## src/rtl/enable_strobe_pacer.sv

```systemverilog
// enable_strobe_pacer
//   Feeds the enable-gated register bank. Bytes come in on a valid/ready
//   stream and are buffered in a small FIFO. They leave as out_data with a
//   single-cycle out_en strobe. After each strobe the pacer inserts `gap`
//   idle cycles. out_data only changes on a strobe edge, so between strobes
//   the downstream registers see a stable input.
//
//   Optional feature: define PACER_STRB_CNT_EN to add the 16-bit strb_cnt
//   output. It is a wrapping count of issued strobes, cleared only by reset.
//
// Ports
//   clk       in   clock
//   rst_n     in   asynchronous active-low reset
//   in_valid  in   upstream byte valid
//   in_data   in   upstream byte
//   in_ready  out  FIFO can accept (combinational: not full and not flushing)
//   gap       in   idle cycles after each strobe, sampled when a byte is popped
//   flush     in   synchronous clear of FIFO and pacer (out_data holds)
//   out_data  out  registered byte to the downstream bank
//   out_en    out  registered one-cycle strobe qualifying out_data
//   level     out  registered FIFO occupancy
//   strb_cnt  out  strobes issued (only with PACER_STRB_CNT_EN)
//
// Pacer states
//   state | meaning
//   IDLE  | pop the head and strobe whenever the FIFO holds data
//   GAP   | count down gap_cnt; back to IDLE once it reaches 1
module enable_strobe_pacer #(
  parameter int DEPTH = 4,
  parameter int GAP_W = 4
) (
  input  logic                   clk,
  input  logic                   rst_n,
  input  logic                   in_valid,
  input  logic [7:0]             in_data,
  output logic                   in_ready,
  input  logic [GAP_W-1:0]       gap,
  input  logic                   flush,
  output logic [7:0]             out_data,
  output logic                   out_en,
  output logic [$clog2(DEPTH):0] level
`ifdef PACER_STRB_CNT_EN
  ,
  output logic [15:0]            strb_cnt
`endif
);

  localparam int AW = $clog2(DEPTH);
  localparam logic [AW:0] FULL_LVL = (AW+1)'(DEPTH);

  typedef enum logic {IDLE, GAP} state_t;

  state_t           state, state_nxt;
  logic [GAP_W-1:0] gap_cnt, gap_cnt_nxt;
  logic [AW-1:0]    wr_ptr, rd_ptr;
  logic [7:0]       mem [DEPTH];
  logic             push, pop, out_en_nxt;

  // No bypass: a pop in the same cycle does not free a slot for the
  // incoming byte, so readiness depends only on the registered level.
  assign in_ready = (level != FULL_LVL) && !flush;
  assign push     = in_valid && in_ready;

  always_ff @(posedge clk or negedge rst_n) begin
    if (!rst_n) begin
      state   <= IDLE;
      gap_cnt <= '0;
    end else begin
      state   <= state_nxt;
      gap_cnt <= gap_cnt_nxt;
    end
  end

  always_comb begin
    state_nxt   = state;
    gap_cnt_nxt = gap_cnt;
    pop         = 1'b0;
    out_en_nxt  = 1'b0;
    if (flush) begin
      state_nxt   = IDLE;
      gap_cnt_nxt = '0;
    end else begin
      case (state)
        IDLE: begin
          if (level != '0) begin
            pop        = 1'b1;
            out_en_nxt = 1'b1;
            // gap == 0 stays in IDLE, which gives one strobe per cycle
            if (gap != '0) begin
              gap_cnt_nxt = gap;
              state_nxt   = GAP;
            end
          end
        end
        GAP: begin
          gap_cnt_nxt = gap_cnt - 1'b1;
          if (gap_cnt == GAP_W'(1)) state_nxt = IDLE;
        end
        default: state_nxt = IDLE;
      endcase
    end
  end

  always_ff @(posedge clk or negedge rst_n) begin
    if (!rst_n) begin
      wr_ptr <= '0;
      rd_ptr <= '0;
      level  <= '0;
    end else if (flush) begin
      wr_ptr <= '0;
      rd_ptr <= '0;
      level  <= '0;
    end else begin
      if (push) wr_ptr <= wr_ptr + 1'b1;
      if (pop)  rd_ptr <= rd_ptr + 1'b1;
      case ({push, pop})
        2'b10:   level <= level + 1'b1;
        2'b01:   level <= level - 1'b1;
        default: level <= level;
      endcase
    end
  end

  // Storage needs no reset. Stale entries are unreachable once level is cleared.
  always_ff @(posedge clk) begin
    if (push) mem[wr_ptr] <= in_data;
  end

  always_ff @(posedge clk or negedge rst_n) begin
    if (!rst_n) begin
      out_data <= 8'h00;
      out_en   <= 1'b0;
    end else begin
      out_en <= out_en_nxt;
      if (pop) out_data <= mem[rd_ptr];
    end
  end

`ifdef PACER_STRB_CNT_EN
  always_ff @(posedge clk or negedge rst_n) begin
    if (!rst_n)   strb_cnt <= 16'h0000;
    else if (pop) strb_cnt <= strb_cnt + 16'h0001;
  end
`endif

endmodule

```

## config.mk

```make
export PLATFORM = sky130hd
export DESIGN_NAME = enable_strobe_pacer
export DESIGN_NICKNAME = d
export VERILOG_FILES = /design/src/rtl/enable_strobe_pacer.sv
export SDC_FILE = /design/constraint.sdc
export NUM_CORES = 1
export LEC_CHECK = 0
export ABC_CLOCK_PERIOD_IN_PS = 2000
export CAP_MARGIN = 20
export CORE_MARGIN = 1.5
export CORE_UTILIZATION = 49
export DETAILED_ROUTE_END_ITERATION = 10
export GPL_TIMING_DRIVEN = 0
export PLACE_DENSITY_LB_ADDON = 0.12
export SYNTH_ARGS = -nofsm -noshare
export SYNTH_HDL_FRONTEND = slang
export SYNTH_SLANG_ARGS = --single-unit
```

## constraint.sdc

```tcl
create_clock -name clk -period 2 [get_ports clk]
set_clock_uncertainty 0.05 [all_clocks]
set_input_delay 0.2 -clock clk [delete_from_list [all_inputs] [get_ports clk]]
set_output_delay 0.2 -clock clk [all_outputs]
set_load 0.02 [all_outputs]
```

==> results of run 1 <==
-- routing by layer --
metal  wire length, um  up-vias  global-route usage (%)
li1                  -      640                       -
met1              1760      713                    25.2
met2              2320       51                    31.7
met3               240        7                    3.38
met4                51        0                    6.92
met5                 0        -                       0
-- cell usage in the layout (no fill, tap or decap), types with 6 or more instances in the layout --
| cell type | count |
|---|---|
| ha_1 | 6 |
| mux4_2 | 8 |
| buf_4 | 9 |
| dfrtp_1 | 18 |
| mux2_2 | 8 |
| clkdlybuf4s50_1 | 25 |
| inv_1 | 7 |
| edfxtp_1 | 32 |
-- power by group --
part / leakage, nW / switching [mW] / internal [mW]
combinational: 0.474 / 0.749 / 0.827
clock: 0.0439 / 0.345 / 0.242
sequential: 0.551 / 0.159 / 1.39
total: 1.07 / 1.25 / 2.46
-- final timing paths --
check / endpoint / slack (ns)
max reg2reg: level[1]$_DFFE_PN0P_ / -0.04
min in group clk: wr_ptr[0]$_DFFE_PN0P_ / 0.28
max: level[1]$_DFFE_PN0P_ / -0.04
min: out_data[5]$_DFFE_PN0P_ / 0.09
min reg2reg: out_data[2]$_DFFE_PN0P_ / 0.46
max in group asynchronous: level[2]$_DFFE_PN0P_ / 1.40
-- layout make-up --
type	count	area [um2]	share of cell area [%]
Sequential cell	53	1490	52.3
Multi-Input combinational cell	80	777	27.3
Clock buffer	5	68.8	2.41
Inverter	7	26.3	0.922
Buffer	7	50.0	1.76
Timing Repair Buffer	36	355	12.5
Clock inverter	3	17.5	0.615
Tap cell	52	65.1	2.28
-- per-stage QoR --
stage / std cells / instance area, um2 / setup WS (ns) / setup TNS [ns] / hold slack (ns)
floorplan: 149 / 2320 / -0.136 / -0.271 / -0.146
global placement: 228 / 2660 / -0.361 / -1.70 / 0.439
detailed placement: 228 / 2660 / -0.427 / -2.97 / 0.446
CTS: 241 / 2810 / -0.0116 / -0.0116 / 0.268
global route: 243 / 2850 / -0.0789 / -0.151 / 0.0966
finish: 243 / 2850 / -0.0375 / -0.0375 / 0.0924
-- worst reg2reg max path, cell delays in order, from the launching register on --
cell and delay (ns):
dfrtp_2 0.45, or3b_1 0.39, and3b_2 0.24, nor2_4 0.10
fa_2 0.43, mux2_4 0.27
-- flip-flops by register name, summed over array words and instances (netlist names) --
register,count
gap_cnt,4
out_en,1
state,1
wr_ptr,2
mem,32
level,3
rd_ptr,2
out_data,8
-- cell families (layout without fill, tap and decap cells) --
kind of cell | Yosys count | after routing
AOI/OAI and AO/OA | 21 | 21
xor gates and xnor gates | 4 | 4
adders and majority gates | 7 | 7
buffers and inverters | 16 | 58
DFF | 53 | 53
muxes | 18 | 18
and+or+nand+nor | 30 | 30
-- timing repair --
item	CTS	global route
pin swaps	3	6
endpoints found under the setup margin	3	3
resized for setup	11	6
setup buffers	6	2
==> impl_metrics.py, run 1 <==
metrics = {
    "outcome": {
        "status": "finished with violations",
        "violations": "design-rule violations, negative setup slack",
    },
    "detailed_routing": {
        "drc": 2,
        "num_vias": 1411,
        "viasPerCell": 5.81,
        "wire_per_inst_um": 18.0,
        "wirelength_mm": 4.37,
        "firstDrtPassIters": 7,
        "drtIter0Drc": 148,
        "antenna_left": 0,
    },
    "floorplan": {
        "io_pins": 29,
        "die_h_um": 71.7,
        "die_w_um": 71.7,
        "fp.dieArea_um2": 5140,
        "core-area_um2": 4440,
        "start_util_pct": 52.1,
        "std_cell_rows": 24,
    },
    "critical_path": {
        "reg2regPathDepth": 5,
        "cp-end-kind": "register",
        "r2r-start": "level[0]$_DFFE_PN0P_",
        "crit_cells": 5,
        "cp_cell_sequence": "or3b_1 -> and3b_2 -> nor2_4 -> fa_2 -> mux2_4",
        "crit_slowest_cell": "dfrtp_2",
        "startpoint": "level[0]$_DFFE_PN0P_",
        "crit_fanout": 3,
        "path_class": "register to register",
        "critPathBufInv": 0,
        "cp.arrival_ns": 2.19,
        "slowest_delay_ns": 0.45,
        "crit_required_ns": 2.15,
        "critPathLaunchType": "register",
        "critical_path.top_delay_family": "simple AND/OR/NAND/NOR gates",
    },
    "timing": {
        "report.final.setup_viol": 1,
        "fin_ws_ns": -0.0375,
        "period_needed_ns": 2.04,
        "slew_headroom_pct": 58.3,
        "fmaxAchievable_mhz": 491,
        "max_slew.worst_pin.slew_ns": 0.625,
        "timing_hold_violations_final": 0,
        "slew_violations": 0,
        "finalCritPeriodShare_pct": 102,
        "rsz0062_at_grt": "yes",
    },
    "synth": {
        "ys_seq_area_share_pct": 64.3,
        "synth-edff-count": 32,
        "synth_compound_area_share_pct": 6.49,
        "ys_top_cells_by_count": "edfxtp_1 (32), dfrtp_1 (21), mux2_2 (8), mux4_2 (8), inv_1 (7)",
        "syn_inst": 149,
        "synth-xor-area-share_pct": 1.51,
        "yosysWarnings": 0,
        "postSynthAreaPerCell_um2": 15.5,
        "netlist_area_um2": 2310,
        "netlist_top_cells_area": "edfxtp_1 (42%), dfrtp_1 (23%), mux4_2 (7.8%)",
        "ys_async_sr_fraction_pct": 39.6,
        "yosysTopAreaCellShare_pct": 41.5,
        "muxShareOfSynthArea_pct": 12.8,
        "synthSimpleGateAreaFrac_pct": 7.36,
        "synth_top_family_by_area": "multiplexers",
        "synth_top_cell_by_area": "edfxtp_1",
        "ys_dominant_reg_cell": "edfxtp_1",
        "ys_ff_latch": 53,
        "postSynthNetCount": 172,
        "synth.most_common_cell": "edfxtp_1",
        "synthAdderAreaFrac_pct": 4.11,
        "ys_types": 39,
    },
    "final_layout": {
        "final_nets": 213,
        "utilization_pct": 64.1,
        "layout-drive-gt1-share_pct": 27.2,
        "antenna_cells": 0,
        "synthToLayoutAreaGrowth_pct": 23.2,
        "nFillCells": 347,
    },
    "place": {
        "gp_congestion": 0.725,
        "dpl.hpwl_mm": 2.87,
        "io_buffers": 27,
    },
    "clock_network": {
        "numCtsBuffers": 5,
        "cts_tree": "built",
        "clockBufferDepth": 2,
        "htreeDepth": 2,
        "clk_pin_slew_worst_paths_ns": 0.09,
        "postCtsHoldBufs": 0,
        "clock_latency_ns": 0.31,
        "clkSinkCount": 53,
        "root_buffer": "clkbuf_8",
    },
    "power_and_ir_drop": {
        "ir_drop_mv": 0.713,
        "p_per_area_nw_per_um2": 1300,
        "total_power_mw": 3.72,
        "leakage_nw": 1.07,
    },
    "global_route": {
        "grt_overflow": 0,
        "grt_util_all_layers_pct": 19.0,
        "grt_pass1_wl_mm": 7.17,
        "antenna_found_initial": 0,
        "grt_pass1_vias": 1431,
        "grt_max_degree": 22,
    },
    "hold_path": {
        "min_path_type": "input pin to asynchronous set/reset pin",
    },
    "job": {
        "cap_violations": 0,
    },
}
No activity file was read; power rests on OpenSTA's default activity.
==> inputs of run 2 (changes only) <==
ABC_CLOCK_PERIOD_IN_PS = 2400   (was 2000)
CORE_UTILIZATION = 59   (was 49)
clock period = 2.4 ns   (was 2 ns; I/O delays follow)
==> run 2 against run 1 <==
Net effect: the run now ends clean; worst setup slack better by 0.22 ns; first-iteration DRC count decreased by 51%; clock power shrank 17%; critical path depth grew 4; final cell count shrank 4.5%; via count decreased by 6.4%; global-route usage rose by 2.0 points; sequential share of layout area up 1.8 points; combinational power decreased by 23%; critical path type unchanged; largest cell class unchanged; largest power group is now sequential cells.
==> impl_metrics.py, run 2 (synthesis gave the netlist of run 1 again) <==
metrics = {
    "global_route": {
        "grt_max_degree": 22,
        "grt_overflow": 0,
        "grt_util_all_layers_pct": 21.0,
        "grt_pass1_vias": 1312,
        "antenna_found_initial": 0,
        "grt_pass1_wl_mm": 6.38,
    },
    "critical_path": {
        "crit_slowest_cell": "dfrtp_2",
        "crit_required_ns": 2.53,
        "cp.arrival_ns": 2.35,
        "critPathLaunchType": "register",
        "slowest_delay_ns": 0.47,
        "cp_cell_sequence": "nor3_2 -> or3_1 -> clkbuf_4 -> nor2_1 -> fa_1 -> nand3b_1 -> o21ai_0 -> a22oi_1 -> a21oi_1",
        "path_class": "register to register",
        "cp-end-kind": "register",
        "crit_fanout": 10,
    },
    "final_layout": {
        "final_nets": 206,
        "largest_reg_flops": 32,
        "top_register": "mem",
        "stdcell_area_um2": 2750,
        "layout_commonest_cell": "edfxtp_1",
        "reg_top3": "mem x32, out_data x8, gap_cnt x4",
        "antenna_cells": 0,
        "layout-drive-gt1-share_pct": 17.9,
        "layout_common_cells": "edfxtp_1 (32), clkdlybuf4s50_1 (27), dfrtp_1 (20)",
        "synthToLayoutAreaGrowth_pct": 19.0,
    },
    "detailed_routing": {
        "wire_per_inst_um": 16.9,
        "antenna_left": 0,
        "drtIter0Drc": 73,
        "firstDrtPassIters": 4,
        "drc": 0,
        "viasPerCell": 5.69,
        "num_vias": 1321,
        "wirelength_mm": 3.92,
    },
    "floorplan": {
        "die_w_um": 65.6,
        "std_cell_rows": 22,
        "start_util_pct": 62.3,
        "fp.dieArea_um2": 4310,
        "die_h_um": 65.6,
        "io_pins": 29,
        "core-area_um2": 3720,
    },
    "clock_network": {
        "clk_pin_slew_worst_paths_ns": 0.09,
        "numCtsBuffers": 5,
        "htreeDepth": 2,
        "clockBufferDepth": 2,
        "postCtsHoldBufs": 0,
        "root_buffer": "clkbuf_8",
        "cts_tree": "built",
        "clock_latency_ns": 0.31,
        "clkSinkCount": 53,
    },
    "job": {
        "cap_violations": 0,
    },
    "power_and_ir_drop": {
        "total_power_mw": 2.99,
        "p_sw_share_pct": 33.3,
        "ir_drop_mv": 0.666,
        "pwr-share-comb_pct": 40.4,
        "p_per_area_nw_per_um2": 1090,
        "leakage_nw": 1.02,
        "sequentialPowerShare_pct": 43.2,
        "power_frac_clock_pct": 16.4,
        "p_int_mw": 2.00,
        "net-switching-power_uw": 998,
    },
    "timing": {
        "max_slew.worst_pin.slew_ns": 0.583,
        "timing_hold_violations_final": 0,
        "finalCritPeriodShare_pct": 92.3,
        "rsz0062_at_grt": "no",
        "report.final.setup_viol": 0,
        "period_needed_ns": 2.21,
        "slew_headroom_pct": 61.2,
        "slew_violations": 0,
        "fmaxAchievable_mhz": 452,
    },
    "place": {
        "dpl.hpwl_mm": 2.80,
        "io_buffers": 27,
        "placed_area_um2": 2640,
        "gp_congestion": 0.815,
    },
    "hold_path": {
        "min_path_type": "input pin to asynchronous set/reset pin",
    },
    "outcome": {
        "status": "completed",
    },
}
==> run 2: final timing paths <==
| check | startpoint | end | slack, ns | cells after the start |
|---|---|---|---|---|
| hold / removal | rst_n | level[2]$_DFFE_PN0P_ | 0.19 | 1 |
| min in group clk | in_valid | wr_ptr[0]$_DFFE_PN0P_ | 0.32 | 4 |
| max in group asynchronous | rst_n | out_en$_DFF_PN0_ | 1.68 | 2 |
| setup reg to reg | level[0]$_DFFE_PN0P_ | level[2]$_DFFE_PN0P_ | 0.19 | 9 |
| setup / recovery | level[0]$_DFFE_PN0P_ | level[2]$_DFFE_PN0P_ | 0.19 | 9 |
| hold reg to reg | out_data[5]$_DFFE_PN0P_ | out_data[5]$_DFFE_PN0P_ | 0.46 | 1 |
==> run 2: routing by layer <==
layer	part of all wire, %	up-vias	GRT usage [%]
met5	0	-	0
met4	0.79	0	7.03
met3	5.0	5	6.51
met2	53	41	35.5
met1	41	649	25.8
li1	-	626	-
==> run 2: through the flow <==
step / cells / TNS (ns) / worst slack (ns) / utilization (%) / hold slack, ns
final: 232 / 0 / 0.186 / 74.1 / 0.185
after global routing: 232 / 0 / 0.00606 / 74.1 / 0.207
after CTS: 232 / 0 / 0.0244 / 73.5 / 0.308
after detailed placement: 224 / -0.0996 / -0.0740 / 71.1 / 0.445
after global placement: 224 / -0.0211 / -0.0211 / 71.1 / 0.439
after floorplan: 149 / 0 / 0.190 / - / -0.106
==> run 2: what timing repair did <==
| action | CTS | global route |
|---|---|---|
| setup buffers | 0 | 0 |
| resized for setup | 0 | 3 |
| setup endpoints to repair | 0 | 1 |
| endpoints found under the hold margin | 0 | 0 |
==> run 2: worst max-delay path: cells and delay by family, from the launching register on <==
kind | cells | cell delay (ns)
AND/OR/NAND/NOR | 4 | 0.55
buffers and inverters | 1 | 0.22
adder cells (fa/ha/maj) | 1 | 0.44
flip-flops | 1 | 0.47
AO/OA/AOI/OAI | 3 | 0.37
==> run 2: area by class of cell <==
type,count,area (um2)
flip-flops and latches,53,1490
fillers,243,963
multi-input cells,80,751
repair buffers,28,285
clock buffers,6,72.6
well taps,48,60.1
plain buffers,8,53.8
inverters,7,26.3
clock inverters,2,16.3
==> run 2: power by group through the flow <==
stage | clock network (mW) | registers, mW | logic (mW)
2_1_floorplan | 0 | 1.40 | 0.706
3_3_place_gp | 0 | 1.30 | 1.16
3_5_place_dp | 0 | 1.31 | 1.21
4_1_cts | 0.502 | 1.29 | 1.21
5_1_grt | 0.535 | 1.32 | 1.33
6_report | 0.490 | 1.29 | 1.21
==> inputs of run 3 (changes only) <==
SKIP_LAST_GASP = 1   (was default)
==> results of run 3 <==
The final DEF is identical to that of run 2; final timing and power are the same.
